`config.mk`:
```
export PLATFORM = sky130hd
export DESIGN_NAME = hdmi_packet_scheduler
export DESIGN_NICKNAME = d
export VERILOG_FILES = /design/src/rtl/hdmi_packet_scheduler.sv
export SDC_FILE = /design/constraint.sdc
export NUM_CORES = 1
export LEC_CHECK = 0
export CAP_MARGIN = 10
export CORE_MARGIN = 5
export CORE_UTILIZATION = 49
export CTS_CLUSTER_DIAMETER = 30
export DETAILED_ROUTE_END_ITERATION = 10
export PLACE_DENSITY = 0.75
export RECOVER_POWER = 100
export SLEW_MARGIN = 20
export SYNTH_ARGS = -nofsm -noshare
export SYNTH_HDL_FRONTEND = slang
export SYNTH_SLANG_ARGS = --single-unit
```
`constraint.sdc`:
```
create_clock -name clk_pixel -period 2.8 [get_ports clk_pixel]
set_clock_uncertainty 0.15 [all_clocks]
set_input_delay 0.56 -clock clk_pixel [delete_from_list [all_inputs] [get_ports clk_pixel]]
set_output_delay 0.56 -clock clk_pixel [all_outputs]
set_load 0.005 [all_outputs]
```
`src/rtl/hdmi_packet_scheduler.sv`:
```
// HDMI data-island scheduler.
// Opens at most one data island per line inside horizontal blanking. The
// island is preamble, leading guard band, one or more 32-cycle packets and a
// trailing guard band. Packet slots go round-robin to the requesting sources.
// Every output comes straight from a flop so the TMDS mux sees clean timing.
module hdmi_packet_scheduler #(
    parameter int SCREEN_WIDTH = 640,
    parameter int FRAME_WIDTH  = 800,
    parameter int START_OFFSET = 2,
    parameter int NUM_SRC      = 4,
    parameter int MAX_PACKETS  = 2
) (
    input  logic               clk_pixel,
    input  logic               reset,
    input  logic [9:0]         cx,
    input  logic [NUM_SRC-1:0] req,
    output logic [1:0]         mode,
    output logic [NUM_SRC-1:0] grant,
    output logic               pkt_start,
    output logic [4:0]         pkt_index,
    output logic [4:0]         pkt_count
);

    // Parameter sanity: the whole island has to fit inside the blanking interval.
    if (START_OFFSET + 12 + 32 * MAX_PACKETS + 10 > FRAME_WIDTH - SCREEN_WIDTH) begin : g_bad_timing
        $error("hdmi_packet_scheduler: island does not fit in horizontal blanking");
    end
    if (NUM_SRC < 1 || NUM_SRC > 8) begin : g_bad_num_src
        $error("hdmi_packet_scheduler: NUM_SRC must be 1..8");
    end
    if (MAX_PACKETS < 1 || MAX_PACKETS > 18) begin : g_bad_max_packets
        $error("hdmi_packet_scheduler: MAX_PACKETS must be 1..18");
    end

    localparam int PTR_W = (NUM_SRC > 1) ? $clog2(NUM_SRC) : 1;

    localparam logic [9:0] DECISION_CX = 10'(SCREEN_WIDTH + START_OFFSET);
    localparam logic [4:0] MAX_COUNT   = 5'(MAX_PACKETS);

    localparam logic [1:0] MODE_CTRL     = 2'd0;
    localparam logic [1:0] MODE_PREAMBLE = 2'd1;
    localparam logic [1:0] MODE_GUARD    = 2'd2;
    localparam logic [1:0] MODE_DATA     = 2'd3;

    typedef enum logic [2:0] {
        S_IDLE,
        S_PRE,
        S_LGUARD,
        S_DATA,
        S_TGUARD
    } state_t;

    state_t             state_q, state_d;
    logic [5:0]         phase_q, phase_d;
    logic [PTR_W-1:0]   ptr_q, ptr_d;
    logic [NUM_SRC-1:0] grant_q, grant_d;
    logic [4:0]         count_q, count_d;
    logic [1:0]         mode_q, mode_d;
    logic               pkt_start_q, pkt_start_d;
    logic [4:0]         pkt_index_q, pkt_index_d;

    logic               arb_found;
    logic [PTR_W-1:0]   arb_win;
    logic [PTR_W-1:0]   arb_next_ptr;
    logic [NUM_SRC-1:0] arb_grant;

    // Round-robin search starting at the pointer; first asserted request wins.
    always_comb begin
        int cand;
        // NOTE: every combinational output gets a default first so no path leaves it unassigned (no latch).
        arb_found = 1'b0;
        arb_win   = '0;
        cand      = 0;
        for (int i = 0; i < NUM_SRC; i++) begin
            cand = int'(ptr_q) + i;
            if (cand >= NUM_SRC) begin
                cand = cand - NUM_SRC;
            end
            if (!arb_found && req[cand[PTR_W-1:0]]) begin
                arb_found = 1'b1;
                arb_win   = cand[PTR_W-1:0];
            end
        end
        arb_next_ptr = (arb_win == PTR_W'(NUM_SRC - 1)) ? '0 : arb_win + PTR_W'(1);
        arb_grant    = NUM_SRC'(1) << arb_win;
    end

    // State register plus the registered outputs, synchronous active-high reset.
    always_ff @(posedge clk_pixel) begin
        // NOTE: flops take non-blocking assignments so every register updates from pre-edge values.
        if (reset) begin
            state_q     <= S_IDLE;
            phase_q     <= '0;
            ptr_q       <= '0;
            grant_q     <= '0;
            count_q     <= '0;
            mode_q      <= MODE_CTRL;
            pkt_start_q <= 1'b0;
            pkt_index_q <= '0;
        end else begin
            state_q     <= state_d;
            phase_q     <= phase_d;
            ptr_q       <= ptr_d;
            grant_q     <= grant_d;
            count_q     <= count_d;
            mode_q      <= mode_d;
            pkt_start_q <= pkt_start_d;
            pkt_index_q <= pkt_index_d;
        end
    end

    // Next-state logic: phase timing, island start decision, packet-boundary arbitration.
    always_comb begin
        state_d = state_q;
        phase_d = phase_q + 6'd1;
        ptr_d   = ptr_q;
        grant_d = grant_q;
        count_d = count_q;
        case (state_q)
            S_IDLE: begin
                phase_d = '0;
                grant_d = '0;
                count_d = '0;
                if (cx == DECISION_CX && |req) begin
                    state_d = S_PRE;
                end
            end
            S_PRE: begin
                if (phase_q == 6'd7) begin
                    state_d = S_LGUARD;
                    phase_d = '0;
                end
            end
            S_LGUARD, S_DATA: begin
                // Arbitrate on the last leading-guard cycle and on pkt_index 31.
                if ((state_q == S_LGUARD && phase_q == 6'd1) ||
                    (state_q == S_DATA && phase_q == 6'd31)) begin
                    phase_d = '0;
                    if (arb_found && count_q != MAX_COUNT) begin
                        state_d = S_DATA;
                        grant_d = arb_grant;
                        ptr_d   = arb_next_ptr;
                        count_d = count_q + 5'd1;
                    end else begin
                        state_d = S_TGUARD;
                        grant_d = '0;
                    end
                end
            end
            S_TGUARD: begin
                grant_d = '0;
                if (phase_q == 6'd1) begin
                    state_d = S_IDLE;
                    phase_d = '0;
                    count_d = '0;
                end
            end
            default: begin
                state_d = S_IDLE;
                phase_d = '0;
            end
        endcase
    end

    // Output decode from the next state, so the registered outputs line up with state_q.
    always_comb begin
        mode_d      = MODE_CTRL;
        pkt_start_d = 1'b0;
        pkt_index_d = '0;
        case (state_d)
            S_PRE:              mode_d = MODE_PREAMBLE;
            S_LGUARD, S_TGUARD: mode_d = MODE_GUARD;
            S_DATA: begin
                mode_d      = MODE_DATA;
                pkt_index_d = phase_d[4:0];
                pkt_start_d = (phase_d == 6'd0);
            end
            default:            mode_d = MODE_CTRL;
        endcase
    end

    assign mode      = mode_q;
    assign grant     = grant_q;
    assign pkt_start = pkt_start_q;
    assign pkt_index = pkt_index_q;
    assign pkt_count = count_q;

endmodule

```
==> out/results.tsv <==
stage	metric	value	unit
route	ANT nets after route	0	
floorplanning	core area	2980	sq um
layout	Finished Layout Cells	233	
cts	H-tree depth	1	
min_path	cell depth of the worst min-delay path	1	
power_and_ir_drop	PwrDens	325	nW/um^2
synthesis	syn avg cell area	8.97	sq um
route	vias	1363	
timing	Worst-Margin Slew	0.532	ns
global_routing	largest net degree at the start of global routing	17	
min_path	hold_sp	grant[2]	
floorplanning	full die area	4220	sq um
route	DRT iter0 DRCs	65	
setup_path	Worst Path Max Fanout	6	
synthesis	Netlist cell types	46	
cts	clk sink count	28	
setup_path	CP top delay family	simple AND/OR/NAND/NOR gates	
placement	RD Place Congestion	0.829	
timing	RSZ-0062 raised after global routing	no	
outcome	outcome	complete, no violations	
timing	period utilisation layout	90.9	%
setup_path	reg2reg start	state_q[2]	
synthesis	Post-synth top flop	dfxtp_1	
min_path	hold endpoint	grant[2]	
layout	Area growth, synth to finish	25.8	%
layout	Antenna diodes	0	
power_and_ir_drop	leakage power	0.000702	uW
setup_path	critical path arrival	2.62	ns
global_routing	first-pass GRT wire length	5760	um
timing	PnR worst setup slack	0.256	ns
global_routing	gr usage total	17.4	%
placement	Port Buffers	32	
floorplanning	Vert. Die Dim	65.0	um
setup_path	delay of the slowest critical-path stage	0.53	ns
timing	Slew Viols, Final	0	
setup_path	Worst R2R End	pkt_start	
power_and_ir_drop	Worst IR Drop VDD	0.215	mV
timing	Tmin final	2.54	ns
layout	Layout Nets	226	
floorplanning	Chip Width	65.0	um
placement	Placement Setup Slack	0.126	ns
flow_run	Max-cap violations	0	
synthesis	ys async rst share	0	%
timing	Final TNS setup	0	ns
floorplanning	initial core utilization	49.7	%
route	drt via density	5.85	
global_routing	total grt overflow	0	
route	WL/cell	15.1	um
timing	Final setup viols	0	
setup_path	CP bufs+invs	1	
cts	post_cts resized	0	
setup_path	Setup crit end kind	flip-flop	
setup_path	Critical Path Source Type	primary input	
timing	Max Clk Rate	393	MHz
route	drt drc	0	
cts	clk_lat worst skew	0.33	ns
timing	final hold violations	0	
setup_path	R2R setup slack	0.45	ns
floorplanning	I/O pin count	33	
setup_path	critical path depth	6	
cts	CTS tree	yes	
synthesis	largest area contributor in the netlist	dfxtp_1	
synthesis	list of most frequent post-synthesis cells	28 x dfxtp_1, 15 x nor2_1, 12 x a21oi_1, 12 x nor3_1	
min_path	Worst Hold Class	flip-flop to flip-flop	
synthesis	Synth Register Bits	28	
floorplanning	FP Rows	20	
cts	cts hold-fix bufs	0	
cts	clk slew on worst S/H paths	0.14	ns
synthesis	total nets after synthesis	189	
synthesis	YS warnings	0	
setup_path	Crit-path slowest cell	dlygate4sd3_1	
synthesis	top-count cell post-synth	dfxtp_1	
cts	CTS Buf Count	3	
synthesis	Mapped Cells	165	
global_routing	vias in the first global route	1334	
cts	Setup Fix Bufs, Post-CTS	0	
global_routing	initial antenna violation count	0	
placement	placed cell count	230	
layout	Multi-input gate area	853	sq um
route	Post-Route WL	3510	um
placement	placed wire-length estimate	2790	um
cts	clk root buf	clkbuf_4	
synthesis	register area share after synthesis	37.9	%
layout	Register Area	561	sq um
synthesis	mapped cell area	1480	sq um
cts	clock tree buffer depth	2	
layout	Layout fillers	272	
route	drt pass-1 iters	4	
timing	Slew HR	64.4	%
setup_path	CP Class	primary input to flip-flop	
synthesis	EDFF count, synth	0	
layout	share of cells above drive strength 1	8.50	%
synthesis	Synth top area share	37.9	%
setup_path	CP required	2.88	ns
synthesis	Synth area leaders	dfxtp_1 38%, ha_1 6.8%, a21oi_1 4.1%, nor3_1 4.1%, nor2_1 3.8%	
setup_path	crit path cell chain	dlygate4sd3_1, or4_1, or3_1, o21ai_1, nand3_1, a2111oi_2	
setup_path	R2R cell count	5	
power_and_ir_drop	Power, Total	606	uW
## routing by layer
| metal | up-vias | part of all wire (%) | track usage [%] |
|---|---|---|---|
| li1 | 674 | - | - |
| met1 | 648 | 44 | 20.4 |
| met2 | 36 | 50 | 31.3 |
| met3 | 5 | 4.2 | 2.95 |
| met4 | 0 | 1.4 | 6.33 |
| met5 | - | 0 | 0 |
## how the worst max path moves through the flow
stage                from         to  slack, ns
floorplan           cx[2]  pkt_start       0.69
global placement    cx[2]  pkt_start       0.15
detailed placement  cx[2]  pkt_start       0.13
CTS                 cx[2]  pkt_start       0.47
global route        cx[2]  pkt_start       0.21
finish              cx[2]  pkt_start       0.26
## placed cells by master (no fill, tap or decap), types with 4 or more instances in the layout
cell type / Yosys / routed
dfxtp_1: 28 / 28
dlygate4sd3_1: 0 / 19
nor2_1: 15 / 15
clkdlybuf4s50_1: 0 / 13
a21oi_1: 12 / 12
nor3_1: 12 / 12
or3_1: 8 / 9
nand2_1: 8 / 8
inv_1: 8 / 8
ha_1: 8 / 8
nand3_1: 5 / 6
o21ai_0: 6 / 6
xnor2_1: 4 / 4
a22o_1: 4 / 4
buf_4: 0 / 4
## report_power, final
group | internal (uW) | total [uW] | switching, uW
clock | 50.6 | 163 | 112
sequential | 398 | 399 | 0.0686
combinational | 26.5 | 44.5 | 18.0
## worst reg2reg max path: stages (launching register included)
cell and delay (ns):
dfxtp_1 0.49, or4_1 0.57, or3_1 0.35, o21ai_1 0.16, nand3_1 0.25, a2111oi_2 0.28
## cell families (layout without fill, tap and decap cells)
kind of cell	Yosys count	in the layout	synth area share, %
XOR/XNOR	6	6	3.55
buffers and inverters	13	48	3.80
AND/OR/NAND/NOR	67	67	26.8
AO/OA/AOI/OAI	41	41	19.9
adder cells (fa/ha/maj)	8	8	6.76
flip-flops	28	28	37.9
multiplexers	2	2	1.35
## through the flow
stage          hold slack, ns  area [sq um]  utilization [%]
2_1_floorplan           0.323          1480                -
3_3_place_gp            0.330          1850             62.1
6_report                0.356          1860             62.5
4_1_cts                 0.364          1870             62.9
5_1_grt                 0.389          1860             62.5
3_5_place_dp            0.333          1850             62.1
## sequential cells by signal, summed over array words and instances (netlist names)
name	count
grant	4
phase_q	6
ptr_q	2
state_q	3
pkt_count	5
pkt_start	1
pkt_index	5
mode	2
## final cells by class
cell class / instances / area share [%]
inverters: 9 / 1.81
multi-input cells: 124 / 45.8
well taps: 33 / 2.22
flip-flops and latches: 28 / 30.1
repair buffers: 36 / 18.8
clock buffers: 3 / 1.21
Note: power is estimated with default switching activity, not from simulation.
